===== src/rtl/fft8_frame_ctrl.sv =====
// Frame sequencer for an external pipelined 8-point real-input FFT core: fill, wait latency, drain bins.
// Optional build macro FFT8_FRAME_SCALE_EN: captured bins are arithmetic-shifted right by 3 before storage.
module fft8_frame_ctrl #(
   parameter int DW       = 32,
   parameter int CORE_LAT = 3
) (
   input  logic            clk,
   input  logic            rst,
   input  logic            in_valid,
   output logic            in_ready,
   input  logic [DW-1:0]   in_data,
   output logic [8*DW-1:0] core_in,
   input  logic [8*DW-1:0] core_out_r,
   input  logic [8*DW-1:0] core_out_i,
   output logic            out_valid,
   input  logic            out_ready,
   output logic [DW-1:0]   out_r,
   output logic [DW-1:0]   out_i,
   output logic [2:0]      out_idx,
   output logic            out_last,
   output logic            busy,
   output logic            frame_done
);

   typedef enum logic [1:0] {
      FILL  = 2'd0,
      WAIT  = 2'd1,
      DRAIN = 2'd2
   } state_t;

   localparam logic [3:0] LAT = 4'(CORE_LAT);

   state_t        state_reg;
   logic [2:0]    wr_ptr_reg;
   logic [2:0]    rd_ptr_reg;
   logic [3:0]    cnt_reg;
   logic [DW-1:0] buf_reg   [8];
   logic [DW-1:0] res_r_reg [8];
   logic [DW-1:0] res_i_reg [8];
   logic [DW-1:0] cap_r     [8];
   logic [DW-1:0] cap_i     [8];
   logic          in_ready_reg;
   logic          out_valid_reg;
   logic          busy_reg;
   logic          frame_done_reg;
   logic          in_fire;
   logic          out_fire;

   // Frame buffer feeds the core directly; it only changes on sample writes.
   generate
      for (genvar gi = 0; gi < 8; gi++) begin : g_lane
         assign core_in[gi*DW +: DW] = buf_reg[gi];
`ifdef FFT8_FRAME_SCALE_EN
         assign cap_r[gi] = DW'($signed(core_out_r[gi*DW +: DW]) >>> 3);
         assign cap_i[gi] = DW'($signed(core_out_i[gi*DW +: DW]) >>> 3);
`else
         assign cap_r[gi] = core_out_r[gi*DW +: DW];
         assign cap_i[gi] = core_out_i[gi*DW +: DW];
`endif
      end
   endgenerate

   assign in_fire  = in_valid & in_ready_reg;
   assign out_fire = out_valid_reg & out_ready;

   always_ff @(posedge clk) begin
      if (rst) begin
         state_reg      <= FILL;
         wr_ptr_reg     <= 3'd0;
         rd_ptr_reg     <= 3'd0;
         cnt_reg        <= 4'd0;
         in_ready_reg   <= 1'b1;
         out_valid_reg  <= 1'b0;
         busy_reg       <= 1'b0;
         frame_done_reg <= 1'b0;
         for (int k = 0; k < 8; k++) begin
            buf_reg[k]   <= '0;
            res_r_reg[k] <= '0;
            res_i_reg[k] <= '0;
         end
      end else begin
         frame_done_reg <= 1'b0;
         case (state_reg)
            FILL: begin
               if (in_fire) begin
                  buf_reg[wr_ptr_reg] <= in_data;
                  wr_ptr_reg          <= wr_ptr_reg + 3'd1;
                  if (wr_ptr_reg == 3'd7) begin
                     cnt_reg      <= LAT;
                     state_reg    <= WAIT;
                     in_ready_reg <= 1'b0;
                     busy_reg     <= 1'b1;
                  end
               end
            end
            WAIT: begin
               // Capture one edge after the counter reaches zero, giving the core CORE_LAT full cycles.
               if (cnt_reg == 4'd0) begin
                  for (int k = 0; k < 8; k++) begin
                     res_r_reg[k] <= cap_r[k];
                     res_i_reg[k] <= cap_i[k];
                  end
                  rd_ptr_reg    <= 3'd0;
                  state_reg     <= DRAIN;
                  out_valid_reg <= 1'b1;
               end else begin
                  cnt_reg <= cnt_reg - 4'd1;
               end
            end
            DRAIN: begin
               if (out_fire) begin
                  rd_ptr_reg <= rd_ptr_reg + 3'd1;
                  if (rd_ptr_reg == 3'd7) begin
                     state_reg      <= FILL;
                     out_valid_reg  <= 1'b0;
                     busy_reg       <= 1'b0;
                     in_ready_reg   <= 1'b1;
                     frame_done_reg <= 1'b1;
                  end
               end
            end
            default: begin
               state_reg <= FILL;
            end
         endcase
      end
   end

   assign in_ready   = in_ready_reg;
   assign out_valid  = out_valid_reg;
   assign busy       = busy_reg;
   assign frame_done = frame_done_reg;
   assign out_idx    = rd_ptr_reg;
   assign out_last   = out_valid_reg & (rd_ptr_reg == 3'd7);
   assign out_r      = res_r_reg[rd_ptr_reg];
   assign out_i      = res_i_reg[rd_ptr_reg];

endmodule


===== config.mk =====
export PLATFORM = sky130hd
export DESIGN_NAME = fft8_frame_ctrl
export DESIGN_NICKNAME = d
export VERILOG_FILES = /design/src/rtl/fft8_frame_ctrl.sv
export SDC_FILE = /design/constraint.sdc
export NUM_CORES = 1
export LEC_CHECK = 0
export ABC_AREA = 1
export BUFFER_PORTS_ARGS = -buffer_cell sky130_fd_sc_hd__buf_2
export CAP_MARGIN = 10
export CORE_AREA = 10 10 332 334
export CTS_BUF_LIST = sky130_fd_sc_hd__clkbuf_8
export CTS_CLUSTER_DIAMETER = 50
export DETAILED_ROUTE_END_ITERATION = 12
export DIE_AREA = 0 0 342 344
export GPL_ROUTABILITY_DRIVEN = 0
export PLACE_DENSITY = 0.59
export SKIP_LAST_GASP = 1
export SLEW_MARGIN = 10
export SYNTH_ARGS = -nofsm -noshare
export SYNTH_HDL_FRONTEND = slang
export SYNTH_SLANG_ARGS = --single-unit

===== constraint.sdc =====
create_clock -name clk -period 20.1 [get_ports clk]
set_input_delay 4.02 -clock clk [delete_from_list [all_inputs] [get_ports clk]]
set_output_delay 4.02 -clock clk [all_outputs]
set_load 0.01 [all_outputs]

# Yosys cells after proc, flatten, opt, wreduce, memory -nomap -nowiden
# Memory sizes are Yosys's and may differ from the RTL's. A register that Yosys moved wholly into a read port is not among the register bits.
# Cells that the tools add are included.
[totals] register_bits=16 elab_cells=117 input_bits=548 mem_bits_rw=768 memories=3 output_inout_bits=328
[memory_table] name="buf_reg" depth=8 width=32 read_ports=8 rd_ports_with_merged_regs=0 wr=8 line="37" source="logic [DW-1:0] buf_reg [8];"
[memory_table] name="res_i_reg" depth=8 width=32 read_ports=1 rd_ports_with_merged_regs=1 wr=8 line="39" source="logic [DW-1:0] res_i_reg [8];"
[memory_table] name="res_r_reg" depth=8 width=32 read_ports=1 rd_ports_with_merged_regs=1 wr=8 line="38" source="logic [DW-1:0] res_r_reg [8];"
[op_classes] mux=59 eq_ne=10 add_sub_neg=3 bitwise_logic=21 reduce_logical=13
[op_table] cell="32-bit two-way mux" count=17
[op_table] cell="32-bit OR reduction" count=1
[op_table] cell="1-bit two-way mux" count=21
[op_table] cell="3-bit two-way mux" count=7
[op_table] cell="1-bit OR" count=16
[op_table] cell="4-bit two-way mux" count=3
[op_table] cell="2-bit != test (second input constant)" count=6
[op_table] cell="2-bit two-way mux" count=5
[op_table] cell="5-bit AND reduction" count=2
[op_table] cell="4-bit case mux with 2 select lines" count=1
[op_table] cell="4-bit AND reduction" count=2
[op_table] cell="3-bit by 1-bit adder with 3-bit output (second input constant)" count=2
[op_table] cell="3-bit == test (second input constant)" count=2
[op_table] cell="1-bit case mux with 2 select lines" count=3
[op_table] cell="2-bit case mux with 3 select lines" count=1
[op_table] cell="3-bit case mux with 2 select lines" count=1
[op_table] cell="2-bit nonzero test" count=3
[op_table] cell="4-bit logical NOT" count=1
[op_table] cell="4-bit by 1-bit subtractor with 4-bit output (second input constant)" count=1
[op_table] cell="1-bit AND" count=3
[op_table] cell="3-bit AND reduction" count=1
[op_table] cell="3-bit OR reduction" count=1
[op_table] cell="2-bit by 1-bit == test with 1-bit output (second input constant)" count=1
[op_table] cell="2-bit == test (second input constant)" count=1
[op_table] cell="other kinds (3)" count=4

# Logic depth before layout (Yosys ltp)
[depth] depth_word=7 ltp_mapped=9 depth_no_buf=9

# Worst setup path before layout
# No wires, ideal clock.
[synth_path] kind="input to register" start="input port rst" end="memory res_i_reg[0][0] (enable)" required_time_ns=16.453 stages=4 t_arrival_ns=12.895 n_path_buf=2 setup_ns=3.647 path_slack_ns=3.557 path_cell_list="buf_2 -> inv_1 -> clkbuf_1 -> nand2_1"
[synth_lines] item="start: declaration" line="8" source="input logic rst,"
[synth_lines] item="end: declaration" line="39"

==> impl_metrics.yaml <==
run_status:
  outcome: "complete, no violations"
placed_design:
  io_buffer_count: 875
  dp_hpwl_um: 85000
logic_synthesis:
  syn_nets: 3795
  synth-xor-area-share_pct: 0
  synth_mux_area_share_pct: 0
  avgSynthCellArea_um2: 10.5
  netlist_area_mm2: 0.0339
  synth-simple-area-share_pct: 15.0
  yosys.cell_types.count: 26
  synth_compound_gate_area_share_pct: 6.46
  synth_top_family_by_area: "simple AND/OR/NAND/NOR gates"
  synth_adder_area_share_pct: 0.221
  ys_seq_area_share_pct: 69.2
  ys_ff_latch: 787
  synthCells: 3241
  yosysWarningCount: 0
floorplanning:
  die_width_um: 342
  io_pins: 876
  die_h_um: 344
  core-area_mm2: 0.103
  rows: 118
  die_area_mm2: 0.118
  start_util_pct: 32.8
setup_path:
  worstSetupPathType: "flop to output port"
  r2r_start: "state_reg[0]"
  crit_fanout: 74
  worst-endpoint-arrival_ns: 4.76
  end_kind: "output port"
  reg2reg_to: "res_i_reg[6][18]"
  reg2reg_slack_ns: 15.38
  rr_worst_depth: 7
  start_kind: "flop"
  required_ns: 16.08
clocking:
  clk_latency_ns: 0.81
  cts_buffer_depth: 3
  ctsHtreeMaxLevel: 4
  cts_tree: "yes"
  cts_sinks: 787
  clk_pin_slew_ns: 0.06
  post_cts_buffers: 0
  root_buffer: "clkbuf_8"
  hold_buffers: 0
  cts_resized: 0
  cts_buffers: 140
sta:
  tns_ns: 0
  setup_viol: 0
  rsz0062_at_grt: "no"
  clock-skew-final_ns: 0.0295
  slew_headroom_pct: 27.4
  worstMarginPinSlew_ns: 1.09
  fmax_mhz: 114
  min_period_over_period_pct: 43.7
  maxSlewViolCount: 0
  finalHoldViolCount: 0
  fin_crit_ns: 8.78
global_routing:
  antenna_found_initial: 28
  grt-ovfl-total: 0
  grt_pass1_vias: 26300
  grt_pass1_wl_um: 170000
  track_usage_pct: 19.3
  grt_max_degree: 165
hold_path:
  hold-path-endpoint: "busy"
  hold_path.class: "flop to flop"
  hold_start: "busy"
  hold-path-cell-count: 2
power:
  power_density_mw_per_mm2: 86.7
  ir_drop_v: 0.0000444
  p_int_mw: 2.68
  pwr-share-comb_pct: 9.2
  seqPwrFrac_pct: 53.3
  p_sw_share_pct: 26.2
  power_leakage_nw: 19.9
  total_power_mw: 3.63
  netSwitchingPower_mw: 0.951
  clock_power_share_pct: 37.5
finish:
  fill_cells: 10200
  nets: 4666
  drive_above_1_share_pct: 27.0
  syn2layout_area_growth_pct: 23.5
routing:
  vias: 25900
  drcViolationCount: 0
  wirelength_met1_um: 47300
  met2_length_um: 56500
  drtIter0Drc: 2186
  first_pass_iters: 5
  drtAntennaViolNets: 0
  via_per_inst: 4.63
  wl_met3_um: 10500
  wirelength_um: 119000
  top_layer: "met5"
  routedWlPerCell_um: 21.2
flow_run:
  maxCapViolations: 0
worst max-delay path, cell delays in order (launching register included):
cell     delay (ns)
dfxtp_4        0.76
buf_4          0.60
buf_4          0.71
buf_4          0.71
o21ai_0        0.21
o22ai_1        0.21
nand2_1        0.14
nand2_1        0.25
buf_2          0.19
logic make-up after synthesis:
logic type | Yosys count
adder cells (fa/ha/maj) | 6
AND/OR/NAND/NOR | 1295
buffers and inverters | 748
flip-flops | 787
AO/OA/AOI/OAI | 405
layer usage:
| layer | vias up | global-route usage, % |
|---|---|---|
| met2 | 1221 | 31.7 |
| met5 | - | 0 |
| met4 | 18 | 7.96 |
| met3 | 233 | 5.88 |
| li1 | 12200 | - |
| met1 | 12300 | 23.6 |
worst max-delay path by stage:
stage          startpoint               end  slack (ns)  cells after the start
6_report             flop          out_i[3]       11.32                      8
2_1_floorplan         rst   res_i_reg[0][0]        3.56                      4
4_1_cts              flop          out_i[3]       11.24                      8
3_5_place_dp          rst  res_i_reg[3][18]       11.44                      6
3_3_place_gp          rst  res_i_reg[5][18]       11.53                      6
5_1_grt              flop          out_i[3]       11.04                      8
per-stage QoR:
stage | util (%) | setup WS [ns] | hold WS, ns | instances | instance area, um2
3_3_place_gp | 38.1 | 11.53 | 0.451 | 5350 | 39300
6_report | 40.6 | 11.32 | 0.460 | 5606 | 41900
4_1_cts | 40.6 | 11.24 | 0.466 | 5599 | 41900
2_1_floorplan | - | 3.56 | 0.475 | 3241 | 33900
3_5_place_dp | 38.1 | 11.44 | 0.457 | 5350 | 39300
5_1_grt | 40.6 | 11.04 | 0.492 | 5603 | 41900
Yosys cell counts (all sizes together):
library cell	number	area [um2]
a21oi	11	55.1
buf	98	676
clkbuf	83	312
dfxtp	19	380
edfxtp	768	23100
ha	6	75.1
inv	567	2130
nand2	229	867
nand3	9	45.0
nand3b	1	7.51
nand4	1	6.26
nor2	1053	4140
o21ai	265	1330
o22ai	129	807
or2	2	12.5
cell usage in the layout (no fill, tap or decap), types with 6 or more instances in the layout:
| cell | count |
|---|---|
| edfxtp_1 | 768 |
| o22ai_1 | 129 |
| buf_2 | 874 |
| a21oi_1 | 11 |
| diode_2 | 7 |
| dfxtp_1 | 16 |
| nor2_4 | 21 |
| o21ai_0 | 257 |
| clkinvlp_4 | 9 |
| buf_4 | 35 |
| inv_1 | 600 |
| nand2_1 | 223 |
| clkbuf_8 | 142 |
| nor2_2 | 12 |
| clkinv_2 | 14 |
| o21ai_1 | 8 |
| ha_1 | 6 |
| nand3_1 | 9 |
| clkinv_1 | 31 |
| nor2_1 | 1020 |
cell type report:
cell class,instances,area [um2],area share (%)
Tap cell,1380,1730,4.12
Sequential cell,787,23500,56.0
Antenna cell,7,17.5,0.0418
Clock inverter,107,562,1.34
Inverter,567,2140,5.10
Multi-Input combinational cell,1706,7370,17.6
Clock buffer,142,1950,4.67
Timing Repair Buffer,910,4660,11.1
power by group through the flow:
| stage | Combinational [mW] | Sequential [mW] | Clock [mW] |
|---|---|---|---|
| floorplan | 0.143 | 2.01 | 0 |
| global placement | 0.338 | 1.97 | 0 |
| detailed placement | 0.340 | 1.97 | 0 |
| CTS | 0.341 | 1.93 | 1.40 |
| global route | 0.369 | 1.94 | 1.47 |
| finish | 0.335 | 1.93 | 1.36 |
Power figures use the tool's default switching activity.
